--- src/rtl/cbadc_ctrl_emulator.sv ---
// Control-bounded ADC front-end emulator: N cascaded saturating integrators with
// sign comparators turning a held PCM sample into one N-bit control vector per clock.
module cbadc_ctrl_emulator #(
  parameter int N          = 3,
  parameter int IN_W       = 14,
  parameter int STATE_W    = 24,
  parameter int OSR        = 12,
  parameter int GAIN_SHIFT = 2
) (
  input  logic                   clk,
  input  logic                   rst,
  input  logic                   en,
  input  logic signed [IN_W-1:0] sample_in,
  input  logic                   sample_valid,
  output logic                   sample_ready,
  output logic [N-1:0]           ctrl_out,
  output logic                   ctrl_valid,
  output logic                   frame,
  output logic                   ovf
);

  localparam int PH_W  = (OSR > 1) ? $clog2(OSR) : 1;
  localparam int SUM_W = STATE_W + 2;
  localparam logic [PH_W-1:0]         PH_LAST = PH_W'(OSR - 1);
  localparam logic signed [SUM_W-1:0] FB      = SUM_W'(2 ** (STATE_W - 3));
  localparam logic signed [SUM_W-1:0] SMAX    = SUM_W'((2 ** (STATE_W - 1)) - 1);
  localparam logic signed [SUM_W-1:0] SMIN    = ~SMAX;

  logic [PH_W-1:0]           phase_q, phase_d;
  logic signed [IN_W-1:0]    hold_q, hold_d;
  logic signed [STATE_W-1:0] x_q [N];
  logic signed [STATE_W-1:0] x_d [N];
  logic signed [STATE_W-1:0] stg_in [N];
  logic signed [SUM_W-1:0]   sum [N];
  logic [N-1:0]              s_q, s_d;
  logic                      ovf_q, ovf_d;
  logic                      valid_q;
  logic                      clamp;
  logic signed [STATE_W-1:0] u_ext;

  // Input scaling puts full-scale near FB; narrow states need a right shift instead.
  if (STATE_W - 2 >= IN_W) begin : g_up
    assign u_ext = STATE_W'(hold_q) <<< (STATE_W - 2 - IN_W);
  end else begin : g_dn
    assign u_ext = STATE_W'(hold_q >>> (IN_W - STATE_W + 2));
  end

  assign sample_ready = en && (phase_q == PH_LAST);

  always_comb begin
    phase_d = (phase_q == PH_LAST) ? '0 : phase_q + 1'b1;
    hold_d  = (sample_valid && sample_ready) ? sample_in : hold_q;
  end

  always_comb begin
    clamp     = 1'b0;
    s_d       = '0;
    stg_in[0] = u_ext;
    for (int unsigned i = 1; i < N; i++) begin
      stg_in[i] = x_q[i-1] >>> GAIN_SHIFT;
    end
    for (int unsigned i = 0; i < N; i++) begin
      sum[i] = SUM_W'(x_q[i]) + SUM_W'(stg_in[i]) - (s_q[i] ? FB : -FB);
      if (sum[i] > SMAX) begin
        x_d[i] = STATE_W'(SMAX);
        clamp  = 1'b1;
      end else if (sum[i] < SMIN) begin
        x_d[i] = STATE_W'(SMIN);
        clamp  = 1'b1;
      end else begin
        x_d[i] = STATE_W'(sum[i]);
      end
      s_d[i] = ~x_q[i][STATE_W-1];
    end
    ovf_d = ovf_q | clamp;
  end

  always_ff @(posedge clk or negedge rst) begin
    if (!rst) begin
      phase_q <= '0;
      hold_q  <= '0;
      x_q     <= '{default: '0};
      s_q     <= '0;
      ovf_q   <= 1'b0;
      valid_q <= 1'b0;
    end else begin
      valid_q <= en;
      if (en) begin
        phase_q <= phase_d;
        hold_q  <= hold_d;
        x_q     <= x_d;
        s_q     <= s_d;
        ovf_q   <= ovf_d;
      end
    end
  end

  assign ctrl_out   = s_q;
  assign ctrl_valid = valid_q;
  assign frame      = valid_q && (phase_q == PH_W'(1));
  assign ovf        = ovf_q;

endmodule
--- config.mk ---
export PLATFORM = sky130hd
export DESIGN_NAME = cbadc_ctrl_emulator
export DESIGN_NICKNAME = d
export VERILOG_FILES = /design/src/rtl/cbadc_ctrl_emulator.sv
export SDC_FILE = /design/constraint.sdc
export NUM_CORES = 1
export LEC_CHECK = 0
export ABC_CLOCK_PERIOD_IN_PS = 3900
export BUFFER_PORTS_ARGS = -buffer_cell sky130_fd_sc_hd__buf_4
export CORE_UTILIZATION = 55
export CTS_CLUSTER_DIAMETER = 60
export DETAILED_ROUTE_END_ITERATION = 6
export HOLD_SLACK_MARGIN = 0.02
export PLACE_DENSITY_LB_ADDON = 0.05
export SETUP_SLACK_MARGIN = 0.1
export SYNTH_ARGS = -nofsm -noshare
export SYNTH_HDL_FRONTEND = slang
export SYNTH_SLANG_ARGS = --single-unit
export TNS_END_PERCENT = 5
--- constraint.sdc ---
create_clock -name clk -period 3.9 [get_ports clk]
set_input_delay 0.78 -clock clk [delete_from_list [all_inputs] [get_ports clk]]
set_output_delay 0.78 -clock clk [all_outputs]
set_load 0.03 [all_outputs]
Word-level counts from Yosys, hierarchy flattened
Cells that the tools add are included.
- register bits: 95
- input port bits: 18
- output and inout bits: 7
- logic and storage cells: 47
- add/subtract/negate cells: 7
- order comparisons: 6
- equality and inequality tests: 2
- multiplexer cells: 16
- bitwise gates (word level): 4
- reductions and logical operators: 4
- operators by type and width (kind ; number):
    24-bit two-way mux ; 6
    26-bit by 24-bit > comparator with 1-bit output, second input constant ; 3
    26-bit by 24-bit < comparator with 1-bit output, second input constant ; 3
    26-bit two-way mux ; 3
    25-bit by 26-bit subtractor with 26-bit output ; 3
    24-bit by 22-bit adder with 25-bit output ; 3
    1-bit two-way mux ; 6
    4-bit by 1-bit adder with 4-bit output, second input constant ; 1
    4-bit by 1-bit == test with 1-bit output, second input constant ; 1
    4-bit == test, second input constant ; 1
    4-bit two-way mux ; 1
    1-bit logical AND ; 3
    1-bit inverter ; 3
    2-bit AND reduction ; 1
    1-bit OR ; 1

Depth between registers and ports, before layout
Gate-level depths: netlist of run 1.
- depth after elaboration: 10
- mapped depth: 15
- mapped depth without buffers: 13

Worst setup path after synthesis of run 1
Ideal clock, no wire load.
- kind: register -> register
- from: register s_q[2] (netlist: ctrl_out[2])
- to: register x_q[8] (netlist name)
- library setup time: 0.082 ns
- arrival time: 3.127 ns
- required time: 3.818 ns
- path slack: 0.691 ns
- cell stages (with the launch flop): 14
- path buffers: 1
- period minus slack after synthesis: 3.209 ns
- cell sequence: dfrtp_1 inv_1 fa_1 inv_1 ha_1 a21o_1 nor2_1 nand2_1 o21ai_0 xnor2_1 o221a_2 clkbuf_1 nand3_1 a31oi_1
- longest elaborated chain between the ends: 5
- elaborated cells on any way between the ends: 6
- classes of those cells: add/sub: 1; order compare: 2; mux: 3
- ends and longest elaborated chain (element ; RTL line ; text):
    start: declaration ; 35 ; logic [N-1:0] s_q, s_d;
    start signal: assignment ; 83 ; s_q <= '0;
    start signal: assignment ; 92 ; s_q <= s_d;
    26-bit two-way mux * ; 63 ; sum[i] = SUM_W'(x_q[i]) + SUM_W'(stg_in[i]) - (s_q[i] ? FB : -FB);
    25-bit by 26-bit subtractor with 26-bit output * ; 63 ;
    26-bit by 24-bit < comparator with 1-bit output ; 67 ; end else if (sum[i] < SMIN) begin
    24-bit two-way mux ; 67 ;
    24-bit two-way mux * ; 64 ; if (sum[i] > SMAX) begin
    end signal: assignment ; 82 ; x_q <= '{default: '0};
    end signal: assignment ; 91 ; x_q <= x_d;
    end: declaration ; 31 ; logic signed [STATE_W-1:0] x_q [N];
Mark *: on every way between the ends. The rest lies on a longest branch, timed or not.
A chain may end at the register's enable or synchronous reset.

Final worst setup path of run 1
- from: register x_q, in the netlist stg_in[29]
- to: register x_q[24] (netlist name)
- longest elaborated chain between the ends: 5
- elaborated cells on any way between the ends: 6
- classes of those cells: add/sub: 2; order compare: 2; mux: 2
- ends and longest elaborated chain (element ; RTL line):
    24-bit by 22-bit adder with 25-bit output * ; 63
    25-bit by 26-bit subtractor with 26-bit output * ; 63
    26-bit by 24-bit < comparator with 1-bit output ; 67
    24-bit two-way mux ; 67
    24-bit two-way mux * ; 64
Marked as above.

==> flow_summary.toml, run 1 <==
[synthesis]
synth_flop_cell = "dfrtp_1"
synth.area.mux_share_pct = 2.347
syn-num-nets = 1238
synthSimpleGateAreaFrac_pct = 12.42
seq_area_frac_synth_pct = 26.42
synth_compound_area_share_pct = 23.29
yosysWarnings = 0
yosysMostFrequentCell = "inv_1"
synth_fa_ha_area_share_pct = 19.90
synth_area_leaders = "dfrtp_1, ha_1, inv_1"
synth_area_leader_cell = "dfrtp_1"
postSynthCellCount = 1082
async_flop_share_pct = 100.0
synthXorXnorAreaFrac_pct = 5.410
synthTopCellsByCount = "inv_1, ha_1, dfrtp_1, a21oi_1, nand2_1"
synth_top_cell_area_share_pct = 26.42
ys_ff_latch = 94
syn-cell-area_um2 = 8904
ys_types = 69
synth_edf_count = 0
synth_top_family_by_area = "compound AO/OA/AOI/OAI gates"
syn_avg_cell_area_um2 = 8.229

[critical_path]
crit_fanout = 11
r2r_setup_slack_ps = 250
crit_chain = "inv_1, ha_1, inv_1, ha_1, a21o_1, or3_1, o221a_4, a31oi_4, o211ai_2, a311o_2, a21oi_2, nor2_1, o2bb2ai_1"
critPathTopFamily = "compound AO/OA/AOI/OAI gates"
critical_path_buf_inv_count = 2
reg2reg_to = "x_q[24]$_DFFE_PN0P_"
crit_type = "reg2reg"
slowest_delay_ps = 550
end_kind = "flip-flop"
worst_setup_path_start_kind = "flip-flop"
cp.arrival_ps = 3930
required_ps = 4170
crit_slowest_cell = "a21oi_2"
worstReg2RegStart = "stg_in[29]$_DFFE_PN0P_"
ff2ff_path_depth = 13

[global_route]
grt_max_degree = 63
grt_antenna_before_repair = 0
grt_overflow = 0
grt_usage_pct = 24.05
grt_pass1_vias = 6808
grt_pass1_wl_um = 31660

[floorplanning]
dieWidth_um = 129.2
die-height_um = 129.2
row_count = 46
io-pin-count = 25
coreArea_um2 = 15830
fp.dieArea_um2 = 16700
initial_core_util_pct = 56.25

[route]
drt_pass1_iterations = 7
drt-met1-wl_um = 9552
highest_layer = "met4"
met3_length_um = 395
wl_per_cell_um = 14.84
wl_um = 19680
drc = 0
viasPerCell = 5.523
wl_met2_um = 9385
drtAntennaViolNets = 0
num_vias = 7324
drtIter0Drc = 375

[clock_network]
numCtsBuffers = 9
insertion_delay_ps = 350
cts_hold_buf = 0
clk_pin_slew_ps = 70
cts_root_buf = "clkbuf_16"
cts_tree = "built"
cts_max_level = 3
clock_sinks = 94
clk_path_buf_depth = 2

[finish]
fin_nets = 1261
drive_gt1_share_pct = 8.198
antennaDiodeCount = 0
syn_to_final_growth_pct = 9.008

[sta]
setup_tns_ps = 0
slew_violations = 0
finalHoldViolations = 0
final-setup-viol-count = 0
rsz0062_at_grt = "true"
fmax_mhz = 273.7
finalCritPeriodShare_pct = 93.69
slew_headroom_pct = 53.39
period_minus_slack_ps = 3654
skew_ps = 10.26
tightestPinTransition_ps = 697.5

[placement]
io_buffers = 24
place_congestion = 0.8580
hpwlAfterDp_um = 15080

[flow_run]
maxCapViolCount = 0

[min_path]
hold_path_class = "in2async"

[status]
outcome = "complete, no violations"
flip-flops by register name, summed over array words and instances, names as in the netlist:
| register | count |
|---|---|
| ctrl_out | 3 |
| hold_q | 14 |
| ovf | 1 |
| x_q | 27 |
| phase_q | 4 |
| stg_in | 44 |
| ctrl_valid | 1 |
timing repair:
item,4_1_cts,5_1_grt
hold endpoints to repair,0,0
gates cloned,0,2
pin swaps,0,5
buffers inserted,0,1
setup endpoints to repair,4,36
gates resized for setup,2,7
cell type report:
| cell class | count | area (um2) |
|---|---|---|
| Fill cell | 1462 | 6122 |
| Multi-Input combinational cell | 752 | 5707 |
| Sequential cell | 94 | 2352 |
| Inverter | 209 | 784.5 |
| Timing Repair Buffer | 39 | 296.5 |
| Tap cell | 216 | 270.3 |
| Clock buffer | 11 | 252.7 |
| Clock inverter | 5 | 42.54 |
kinds of logic after synthesis:
group | Yosys count
compound gates | 304
flops | 94
xor+xnor | 55
mux | 19
simple gates | 234
buf+inv | 238
fa+ha+maj | 138
worst max-delay path by stage:
stage | from | endpoint | slack (ps) | depth (start not counted)
2_1_floorplan | ctrl_out[2]$_DFFE_PN0P_ | x_q[8]$_DFFE_PN0P_ | 690 | 13
3_3_place_gp | stg_in[29]$_DFFE_PN0P_ | stg_in[0]$_DFFE_PN0P_ | 200 | 13
3_5_place_dp | stg_in[29]$_DFFE_PN0P_ | stg_in[0]$_DFFE_PN0P_ | 70 | 13
4_1_cts | stg_in[12]$_DFFE_PN0P_ | stg_in[0]$_DFFE_PN0P_ | 190 | 14
5_1_grt | stg_in[29]$_DFFE_PN0P_ | stg_in[20]$_DFFE_PN0P_ | 50 | 13
6_report | stg_in[29]$_DFFE_PN0P_ | x_q[24]$_DFFE_PN0P_ | 250 | 13
metal layers:
| layer | vias up | global-route usage [%] |
|---|---|---|
| li1 | 3795 | - |
| met1 | 3416 | 31.96 |
| met2 | 94 | 41.27 |
| met3 | 19 | 2.271 |
| met4 | 0 | 7.543 |
| met5 | - | 0 |
layout by cell type (no fill, tap or decap), types with 20 or more instances in the layout:
cell and n:
a31oi_1 26, xor2_1 23, a22oi_1 23, inv_1 208, a211oi_1 20, dfrtp_1 94, a21oi_1 81, buf_4 38
nand2_1 80, o21ai_0 35, a21o_1 36, nor2_1 57, nand3_1 25, ha_1 132, xnor2_1 32
metrics by stage:
stage / setup slack (ps) / hold slack (ps) / area, um2 / instances / util (%)
final: 246.0 / 410.5 / 9706 / 1326 / 61.32
after global routing: 48.95 / 439.8 / 9706 / 1326 / 61.32
after CTS: 191.3 / 412.5 / 9644 / 1323 / 60.93
after detailed placement: 69.03 / 468.9 / 9334 / 1307 / 58.97
after global placement: 201.5 / 464.0 / 9334 / 1307 / 58.97
after floorplan: 691.5 / 453.7 / 8904 / 1082 / -
Power of run 1 is not shown: default switching activity piles up to over one toggle a cycle in this logic, so the estimate is an artifact.
==> inputs of run 2 (changes only) <==
- CORE_UTILIZATION: 55 -> 64
- RECOVER_POWER: not set -> 25
==> flow_summary.toml, run 2 (same netlist as run 1, synthesis figures left out) <==
[critical_path]
cp.arrival_ps = 3980
ff2ff_path_depth = 13
crit_slowest_cell = "a311o_1"
slowest_delay_ps = 550
worst_setup_path_start_kind = "flip-flop"
crit_type = "reg2reg"
worstReg2RegStart = "stg_in[29]$_DFFE_PN0P_"
r2r_setup_slack_ps = 200
end_kind = "flip-flop"
crit_fanout = 10
critPathTopFamily = "compound AO/OA/AOI/OAI gates"
crit_chain = "inv_1, ha_1, inv_1, ha_1, a21o_1, or3_1, o221a_4, a31oi_4, o211ai_2, a311o_1, o21ai_4, a311oi_1, a21oi_1"
critical_path_buf_inv_count = 2
reg2reg_to = "stg_in[17]$_DFFE_PN0P_"
required_ps = 4180

[clock_network]
cts_max_level = 3
clock_sinks = 94
numCtsBuffers = 9
cts_hold_buf = 0
cts_root_buf = "clkbuf_16"
clk_pin_slew_ps = 70
insertion_delay_ps = 350
cts_tree = "built"
clk_path_buf_depth = 2

[placement]
hpwlAfterDp_um = 15040
io_buffers = 24
place_congestion = 0.9109

[sta]
fmax_mhz = 270.4
finalCritPeriodShare_pct = 94.84
rsz0062_at_grt = "true"
setup_tns_ps = 0
slew_violations = 57
final-setup-viol-count = 0
period_minus_slack_ps = 3699
skew_ps = 4.895
slew_headroom_pct = -2.205
tightestPinTransition_ps = 1533
finalHoldViolations = 0

[finish]
antennaDiodeCount = 0
syn_to_final_growth_pct = 9.191
nFillCells = 1108
final_common_cell = "inv_1"
largest_register_ffs = 44
drive_gt1_share_pct = 8.446
fin_nets = 1264
final_cell_mix = "inv_1, ha_1, dfrtp_1"

[global_route]
grt_antenna_before_repair = 0
grt_pass1_wl_um = 34030
grt_usage_pct = 29.34
grt_overflow = 0
grt_max_degree = 63
grt_pass1_vias = 7288

[route]
wl_um = 20240
num_vias = 7607
drtAntennaViolNets = 0
viasPerCell = 5.901
drtIter0Drc = 605
wl_per_cell_um = 15.70
drc = 0
drt_pass1_iterations = 5

[flow_run]
maxCapViolCount = 1

[min_path]
min_from = "x_q[24]$_DFFE_PN0P_"
min_to = "x_q[24]$_DFFE_PN0P_"
hold_path_class = "reg2reg"
holdPathStages = 1

[floorplanning]
io-pin-count = 25
row_count = 42
fp.dieArea_um2 = 14390
die-height_um = 120.0
initial_core_util_pct = 66.44
coreArea_um2 = 13400
dieWidth_um = 120.0

[status]
outcome = "complete, but fails checks"
violations = "capacitance limit, slew limit"
[run 2: worst max path at each step]
stage                            startpoint                endpoint  slack (ps)  depth (start not counted)
global route         stg_in[21]$_DFFE_PN0P_         ovf$_DFFE_PN0P_          40                         12
CTS                  stg_in[26]$_DFFE_PN0P_   stg_in[0]$_DFFE_PN0P_         190                         13
finish               stg_in[29]$_DFFE_PN0P_  stg_in[17]$_DFFE_PN0P_         200                         13
global placement     stg_in[29]$_DFFE_PN0P_   stg_in[0]$_DFFE_PN0P_          90                         13
detailed placement   stg_in[21]$_DFFE_PN0P_         ovf$_DFFE_PN0P_          40                         12
floorplan           ctrl_out[2]$_DFFE_PN0P_      x_q[8]$_DFFE_PN0P_         690                         13
[run 2: worst register-to-register path, stage by stage (launching register included)]
cell and delay, ps:
dfrtp_1 350, inv_1 80, ha_1 270, inv_1 40, ha_1 350, a21o_1 190, or3_1 350, o221a_4 310
a31oi_4 290, o211ai_2 120, a311o_1 550, o21ai_4 430, a311oi_1 160, a21oi_1 140
[run 2: area by class of cell]
cell class | count | area, um2 | area share, %
clock buffers | 11 | 252.7 | 2.600
clock inverters | 5 | 81.33 | 0.8366
inverters | 209 | 784.5 | 8.069
multi-input cells | 752 | 5705 | 58.69
flip-flops and latches | 94 | 2352 | 24.20
well taps | 176 | 220.2 | 2.265
repair buffers | 42 | 325.3 | 3.346
[run 2: through the flow]
stage | std cells | setup WS [ps] | hold slack, ps | instance area, um2 | utilization, %
finish | 1289 | 201.2 | 502.3 | 9722 | 72.55
global route | 1289 | 39.93 | 529.4 | 9722 | 72.55
CTS | 1285 | 187.2 | 503.4 | 9649 | 72.01
detailed placement | 1269 | 38.64 | 489.0 | 9299 | 69.39
global placement | 1269 | 92.10 | 469.7 | 9299 | 69.39
floorplan | 1082 | 691.5 | 453.7 | 8904 | -
[run 2: what timing repair did]
item / CTS / global route
buffers inserted: 0 / 2
pin swaps: 0 / 3
setup endpoints to repair: 44 / 61
cloned: 0 / 2
gates resized for setup: 3 / 6
[run 2: layer usage]
metal / part of all wire (%) / wire length, um / track usage, %
met1: 48 / 9801 / 40.26
met2: 46 / 9367 / 48.24
met3: 3.6 / 722 / 3.232
met4: 1.7 / 346 / 9.453
met5: 0 / 0 / 0
Power of run 2 is left out for the same reason.
